File: config.mk
export PLATFORM = sky130hd
export DESIGN_NAME = multicycle_control_unit
export DESIGN_NICKNAME = d
export VERILOG_FILES = /design/src/rtl/multicycle_control_unit_pkg.sv /design/src/rtl/multicycle_control_unit_mem_watchdog.sv /design/src/rtl/multicycle_control_unit.sv
export SDC_FILE = /design/constraint.sdc
export NUM_CORES = 1
export LEC_CHECK = 0
export CAP_MARGIN = 5
export CELL_PAD_IN_SITES_DETAIL_PLACEMENT = 1
export CELL_PAD_IN_SITES_GLOBAL_PLACEMENT = 1
export CORE_MARGIN = 2
export CORE_UTILIZATION = 31
export CTS_BUF_LIST = sky130_fd_sc_hd__clkbuf_4 sky130_fd_sc_hd__clkbuf_8 sky130_fd_sc_hd__clkbuf_16
export CTS_CLUSTER_SIZE = 16
export DETAILED_ROUTE_END_ITERATION = 16
export PLACE_DENSITY = 0.83
export SYNTH_ARGS = -nofsm -noshare
export SYNTH_HDL_FRONTEND = slang
export SYNTH_SLANG_ARGS = --single-unit
File: constraint.sdc
create_clock -name i_clk -period 2.2 [get_ports i_clk]
set_clock_uncertainty 0.15 [all_clocks]
set_input_delay 0.33 -clock i_clk [delete_from_list [all_inputs] [get_ports i_clk]]
set_output_delay 0.33 -clock i_clk [all_outputs]
set_load 0.01 [all_outputs]
File: src/rtl/multicycle_control_unit_pkg.sv
// multicycle_control_unit_pkg: opcode, ALU, mux-select and state encodings for the Antares-R2 multicycle control unit
package multicycle_control_unit_pkg;
    localparam logic [5:0] OP_R    = 6'b000000;
    localparam logic [5:0] OP_J    = 6'b000010;
    localparam logic [5:0] OP_BEQ  = 6'b000100;
    localparam logic [5:0] OP_BNE  = 6'b000101;
    localparam logic [5:0] OP_ADDI = 6'b001000;
    localparam logic [5:0] OP_LW   = 6'b100011;
    localparam logic [5:0] OP_SW   = 6'b101011;

    localparam logic [1:0] ALU_ADD   = 2'b00;
    localparam logic [1:0] ALU_SUB   = 2'b01;
    localparam logic [1:0] ALU_FUNCT = 2'b10;

    localparam logic [1:0] SRCB_RT     = 2'b00;
    localparam logic [1:0] SRCB_FOUR   = 2'b01;
    localparam logic [1:0] SRCB_IMM    = 2'b10;
    localparam logic [1:0] SRCB_IMM_SH = 2'b11;

    localparam logic [1:0] PCS_ALU    = 2'b00;
    localparam logic [1:0] PCS_ALUOUT = 2'b01;
    localparam logic [1:0] PCS_JUMP   = 2'b10;

    localparam logic [3:0] S_IDLE    = 4'd0;
    localparam logic [3:0] S_FETCH   = 4'd1;
    localparam logic [3:0] S_DECODE  = 4'd2;
    localparam logic [3:0] S_MEMADDR = 4'd3;
    localparam logic [3:0] S_MEMRD   = 4'd4;
    localparam logic [3:0] S_MEMWB   = 4'd5;
    localparam logic [3:0] S_MEMWR   = 4'd6;
    localparam logic [3:0] S_REX     = 4'd7;
    localparam logic [3:0] S_REXWB   = 4'd8;
    localparam logic [3:0] S_IEX     = 4'd9;
    localparam logic [3:0] S_IWB     = 4'd10;
    localparam logic [3:0] S_BRANCH  = 4'd11;
    localparam logic [3:0] S_JUMP    = 4'd12;
    localparam logic [3:0] S_TRAP    = 4'd13;

    function automatic logic [3:0] dispatch(input logic [5:0] op);
        case (op)
            OP_LW, OP_SW:   return S_MEMADDR;
            OP_R:           return S_REX;
            OP_ADDI:        return S_IEX;
            OP_BEQ, OP_BNE: return S_BRANCH;
            OP_J:           return S_JUMP;
            default:        return S_TRAP;
        endcase
    endfunction
endpackage

File: src/rtl/multicycle_control_unit_mem_watchdog.sv
// mem_watchdog: counts memory wait cycles and flags the cycle that exhausts the MEM_TIMEOUT budget
module mem_watchdog #(
    parameter int MEM_TIMEOUT = 15
) (
    input  logic i_clk,
    input  logic i_rst_n,
    input  logic i_start,
    input  logic i_ready,
    output logic o_timeout
);
    localparam int W = $clog2(MEM_TIMEOUT + 1);

    logic [W-1:0] r_cnt;

    // Cleared whenever no access is pending or the access completes, so back-to-back accesses restart at 0
    always_ff @(posedge i_clk or negedge i_rst_n) begin
        if (!i_rst_n)
            r_cnt <= '0;
        else if (!i_start || i_ready)
            r_cnt <= '0;
        else
            r_cnt <= r_cnt + W'(1);
    end

    assign o_timeout = i_start & ~i_ready & (r_cnt == W'(MEM_TIMEOUT - 1));
endmodule

File: src/rtl/multicycle_control_unit.sv
// multicycle_control_unit: Moore FSM sequencing the Antares-R2 multicycle datapath with memory watchdog and traps
module multicycle_control_unit
    import multicycle_control_unit_pkg::*;
#(
    parameter int OPCODE_W    = 6,
    parameter int ALUOP_W     = 2,
    parameter int MEM_TIMEOUT = 15
) (
    input  logic                i_clk,
    input  logic                i_rst_n,
    input  logic [OPCODE_W-1:0] i_op_code,
    input  logic                i_mem_ready,
    output logic                o_pc_write,
    output logic                o_beq,
    output logic                o_bne,
    output logic                o_i_or_d,
    output logic                o_mem_read,
    output logic                o_mem_write,
    output logic                o_ir_write,
    output logic                o_reg_dst,
    output logic                o_mem_to_reg,
    output logic                o_reg_write,
    output logic                o_alu_src_a,
    output logic [1:0]          o_alu_src_b,
    output logic [ALUOP_W-1:0]  o_alu_op,
    output logic [1:0]          o_pc_source,
    output logic                o_trap
);
    logic [3:0] r_state;
    logic [3:0] w_next;
    logic       r_sel;
    logic       w_mem_state;
    logic       w_timeout;
    logic [5:0] w_op;

    assign w_op        = 6'(i_op_code);
    assign w_mem_state = (r_state == S_FETCH) | (r_state == S_MEMRD) | (r_state == S_MEMWR);

    mem_watchdog #(.MEM_TIMEOUT(MEM_TIMEOUT)) u_watchdog (
        .i_clk     (i_clk),
        .i_rst_n   (i_rst_n),
        .i_start   (w_mem_state),
        .i_ready   (i_mem_ready),
        .o_timeout (w_timeout)
    );

    // r_sel remembers SW (vs LW) and BNE (vs BEQ) so later states ignore op_code
    always_ff @(posedge i_clk or negedge i_rst_n) begin
        if (!i_rst_n) begin
            r_state <= S_IDLE;
            r_sel   <= 1'b0;
        end else begin
            r_state <= w_next;
            if (r_state == S_DECODE)
                r_sel <= (w_op == OP_SW) | (w_op == OP_BNE);
        end
    end

    always_comb begin
        w_next = S_IDLE;
        case (r_state)
            S_IDLE:    w_next = S_FETCH;
            S_FETCH:   w_next = w_timeout ? S_TRAP : i_mem_ready ? S_DECODE : S_FETCH;
            S_DECODE:  w_next = dispatch(w_op);
            S_MEMADDR: w_next = r_sel ? S_MEMWR : S_MEMRD;
            S_MEMRD:   w_next = w_timeout ? S_TRAP : i_mem_ready ? S_MEMWB : S_MEMRD;
            S_MEMWR:   w_next = w_timeout ? S_TRAP : i_mem_ready ? S_FETCH : S_MEMWR;
            S_REX:     w_next = S_REXWB;
            S_IEX:     w_next = S_IWB;
            S_MEMWB, S_REXWB, S_IWB, S_BRANCH, S_JUMP: w_next = S_FETCH;
            S_TRAP:    w_next = S_TRAP;
            default:   w_next = S_IDLE;
        endcase
    end

    // Outputs decode from the registered state, so asynchronous reset zeroes them immediately
    always_comb begin
        o_pc_write   = 1'b0;
        o_beq        = 1'b0;
        o_bne        = 1'b0;
        o_i_or_d     = 1'b0;
        o_mem_read   = 1'b0;
        o_mem_write  = 1'b0;
        o_ir_write   = 1'b0;
        o_reg_dst    = 1'b0;
        o_mem_to_reg = 1'b0;
        o_reg_write  = 1'b0;
        o_alu_src_a  = 1'b0;
        o_alu_src_b  = SRCB_RT;
        o_alu_op     = ALUOP_W'(ALU_ADD);
        o_pc_source  = PCS_ALU;
        o_trap       = 1'b0;
        case (r_state)
            S_FETCH: begin
                o_mem_read  = 1'b1;
                o_alu_src_b = SRCB_FOUR;
                o_ir_write  = i_mem_ready;
                o_pc_write  = i_mem_ready;
            end
            S_DECODE:  o_alu_src_b = SRCB_IMM_SH;
            S_MEMADDR, S_IEX: begin
                o_alu_src_a = 1'b1;
                o_alu_src_b = SRCB_IMM;
            end
            S_MEMRD: begin
                o_mem_read = 1'b1;
                o_i_or_d   = 1'b1;
            end
            S_MEMWB: begin
                o_reg_write  = 1'b1;
                o_mem_to_reg = 1'b1;
            end
            S_MEMWR: begin
                o_mem_write = 1'b1;
                o_i_or_d    = 1'b1;
            end
            S_REX: begin
                o_alu_src_a = 1'b1;
                o_alu_op    = ALUOP_W'(ALU_FUNCT);
            end
            S_REXWB: begin
                o_reg_write = 1'b1;
                o_reg_dst   = 1'b1;
            end
            S_IWB:     o_reg_write = 1'b1;
            S_BRANCH: begin
                o_alu_src_a = 1'b1;
                o_alu_op    = ALUOP_W'(ALU_SUB);
                o_pc_source = PCS_ALUOUT;
                o_beq       = ~r_sel;
                o_bne       = r_sel;
            end
            S_JUMP: begin
                o_pc_write  = 1'b1;
                o_pc_source = PCS_JUMP;
            end
            S_TRAP:    o_trap = 1'b1;
            default:   o_trap = 1'b0;
        endcase
    end
endmodule

==> flow_summary_export.csv <==
group,metric,value,unit
run_status,status,"finished, final reports clean",
sta,clock.fmax,459,MHz
setup_path,crit_path_end_kind,"output pin",
placement,gp_congestion,0.791,
synth,synth_top_cell_by_area,"dfrtp_1",
die,design.die.area,2930,um^2
placement,dp.cells,154,
power,power_density,1190,nW/um^2
cells_and_area,nets,152,
sta,period_share,99.1,%
global_route,grt_util_all_layers,18.4,%
die,dieHeight,54.1,um
clock_network,ctsLongestPathBuffers,2,
cells_and_area,fillCellCount,298,
sta,tns,0,ns
global_route,grt_pass1_wl,3910,um
global_route,grt_pass1_vias,862,
drt,drt_pass1_iterations,4,
synth,syn-cell-area,779,um^2
sta,setup_viol,0,
cells_and_area,regArea,230,um^2
synth,synthTopCellsByArea,"dfrtp_1, nor2_1, buf_6",
cells_and_area,antenna_cells,0,
power,total_power,1470,uW
clock_network,cts-root-buf,"clkbuf_4",
sta,worst-slew-pin-transition,0.418,ns
drt,drtIter0Drc,9,
sta,slew_violations,0,
placement,port-buffer-count,26,
drt,ant_nets,0,
cells_and_area,syn_to_final_growth,59.1,%
drt,viasPerCell,5.44,
synth,syn_inst,99,
sta,min_period,2.18,ns
global_route,grt_start_max_net_pins,10,
setup_path,startpoint_type,"flip-flop",
setup_path,r2r_slack,0.12,ns
setup_path,worstPathCellList,"inv_2, nand2_2, nor2_1, clkdlybuf4s50_1",
clock_network,cts.sinks,9,
drt,drt-total-wl,2810,um
setup_path,cpPeakStageDelay,0.55,ns
setup_path,crit_family,"buffers and inverters",
die,core,2430,um^2
sta,hold_viol,0,
die,die_x,54.1,um
synth,syn_nets,110,
die,start_util,32.0,%
run,maxCapViolCount,0,
global_route,antenna_found_initial,0,
die,rows,18,
drt,drc,0,
synth,async_flop_share,100,%
cells_and_area,final_layout_size_suffix_gt1_share,26.4,%
placement,dpl.hpwl,1770,um
setup_path,cp_data_required_time,1.72,ns
power,vdd_drop_max,517,uV
setup_path,cp_max_fo,6,
clock_network,holdBufCountCts,0,
synth,synth_top_area_share,28.9,%
clock_network,clkLatencyLatePin,0.27,ns
clock_network,h-tree-depth,1,
synth,syn_avg_cell_area,7.87,um^2
sta,slew_headroom,72.1,%
drt,wl_per_cell,16.5,um
die,pin_count,27,
setup_path,worst-setup-path-type,"flip-flop to output pin",
synth,synth_cell_types,39,
clock_network,numCtsBuffers,3,
worst_hold_path,hp-class,"primary input to async pin",
clock_network,cts_tree,"yes",
setup_path,cp_slowest_cell,"clkdlybuf4s50_1",
setup_path,worstPathArrival,1.70,ns
synth,ys_warn_count,0,
power,p_leak,0.000708,uW
clock_network,clk_pin_slew_worst_paths,0.07,ns
drt,vias,925,
synth,synth_edf_count,0,
synth,synth_flop_cell,"dfrtp_1",
synth,seq_area_frac_synth,28.9,%
synth,ys_seq_elements,9,
cells_and_area,multi_input_area,502,um^2
setup_path,cp_num_buf_inv,2,
cells_and_area,fin_cells,170,
global_route,globalRouteOverflowTotal,0,
==> cells by family (layout without fill, tap and decap cells) <==
group                      Yosys count  count (layout)  synth area share (%)
DFF                                  9               9                  28.9
xor gates and xnor gates             2               2                  2.25
AOI/OAI and AO/OA                   22              22                  20.4
adders and majority gates            2               2                  3.21
buffers and inverters               11              52                  9.31
muxes                                1               1                  1.28
and+or+nand+nor                     52              52                  34.7
==> layout by cell type, fill, tap and decap left out, types with 4 or more instances in the layout <==
| master | count |
|---|---|
| a21oi_1 | 5 |
| buf_4 | 16 |
| clkbuf_4 | 4 |
| clkdlybuf4s50_1 | 13 |
| dfrtp_1 | 5 |
| dfrtp_2 | 4 |
| dlymetal6s2s_1 | 10 |
| inv_1 | 4 |
| nand2_1 | 6 |
| nor2_1 | 17 |
| nor3_1 | 5 |
==> report_power, final <==
| part | switching (uW) | total [uW] | internal, uW |
|---|---|---|---|
| Clock | 63.2 | 146 | 82.5 |
| Sequential | 93.0 | 319 | 226 |
| Combinational | 482 | 1010 | 524 |
| Total | 638 | 1470 | 833 |
==> cell type report <==
cell class              instances  share of cell area (%)
well taps                      30                    3.03
repair buffers                 43                    34.0
inverters                       5                    1.51
clock buffers                   4                    2.42
flip-flops and latches          9                    18.6
multi-input cells              79                    40.5
==> metrics by stage <==
step | cell area [um^2] | hold slack, ns | util [%] | worst slack, ns
final | 1240 | 0.206 | 51.0 | 0.0194
after CTS | 1160 | 0.222 | 47.8 | 0.00201
after floorplan | 779 | -0.116 | - | 0.530
after global placement | 1060 | 0.325 | 43.6 | 0.0870
after global routing | 1240 | 0.225 | 51.0 | -0.0393
after detailed placement | 1060 | 0.370 | 43.6 | 0.0713
==> synthesized netlist by cell type (2+ instances only) <==
| master | n |
|---|---|
| nor2_1 | 18 |
| nor3_1 | 5 |
| dfrtp_1 | 9 |
| inv_1 | 4 |
| buf_4 | 2 |
| a31oi_1 | 3 |
| or3_1 | 2 |
| ha_1 | 2 |
| nand2b_1 | 4 |
| nand2_1 | 7 |
| a21boi_0 | 3 |
| buf_6 | 3 |
| a21oi_1 | 5 |
| o221ai_1 | 2 |
| nand3_1 | 4 |
| o21ai_0 | 2 |
| a211o_1 | 2 |
==> sequential cells by signal, indices dropped and copies added, names as in the netlist <==
name              flops
r_sel                 1
r_state               4
u_watchdog.r_cnt      4
==> path summary, 6_finish.rpt <==
kind | cells past startpoint | end | startpoint
worst max register to register | 6 | r_state[1] | r_state[2]
max in group asynchronous | 1 | r_state[1] | i_rst_n
min in group i_clk | 1 | u_watchdog.r_cnt[0] | u_watchdog.r_cnt[0]
worst min-delay path | 1 | u_watchdog.r_cnt[2] | i_rst_n
worst max-delay path | 4 | o_mem_write | r_state[3]
worst min register to register | 1 | u_watchdog.r_cnt[0] | u_watchdog.r_cnt[0]
==> what timing repair did <==
action,4_1_cts,5_1_grt
setup buffers,8,4
setup endpoints to repair,18,10
gates resized for setup,11,13
pin swaps,0,1
==> metal layers <==
metal	part of all wire, %	global-route usage, %
met4	2.5	8.33
met2	52	33.5
met5	0	0
met1	41	21.2
met3	3.6	1.94
Note: power is estimated with default switching activity, not from simulation.
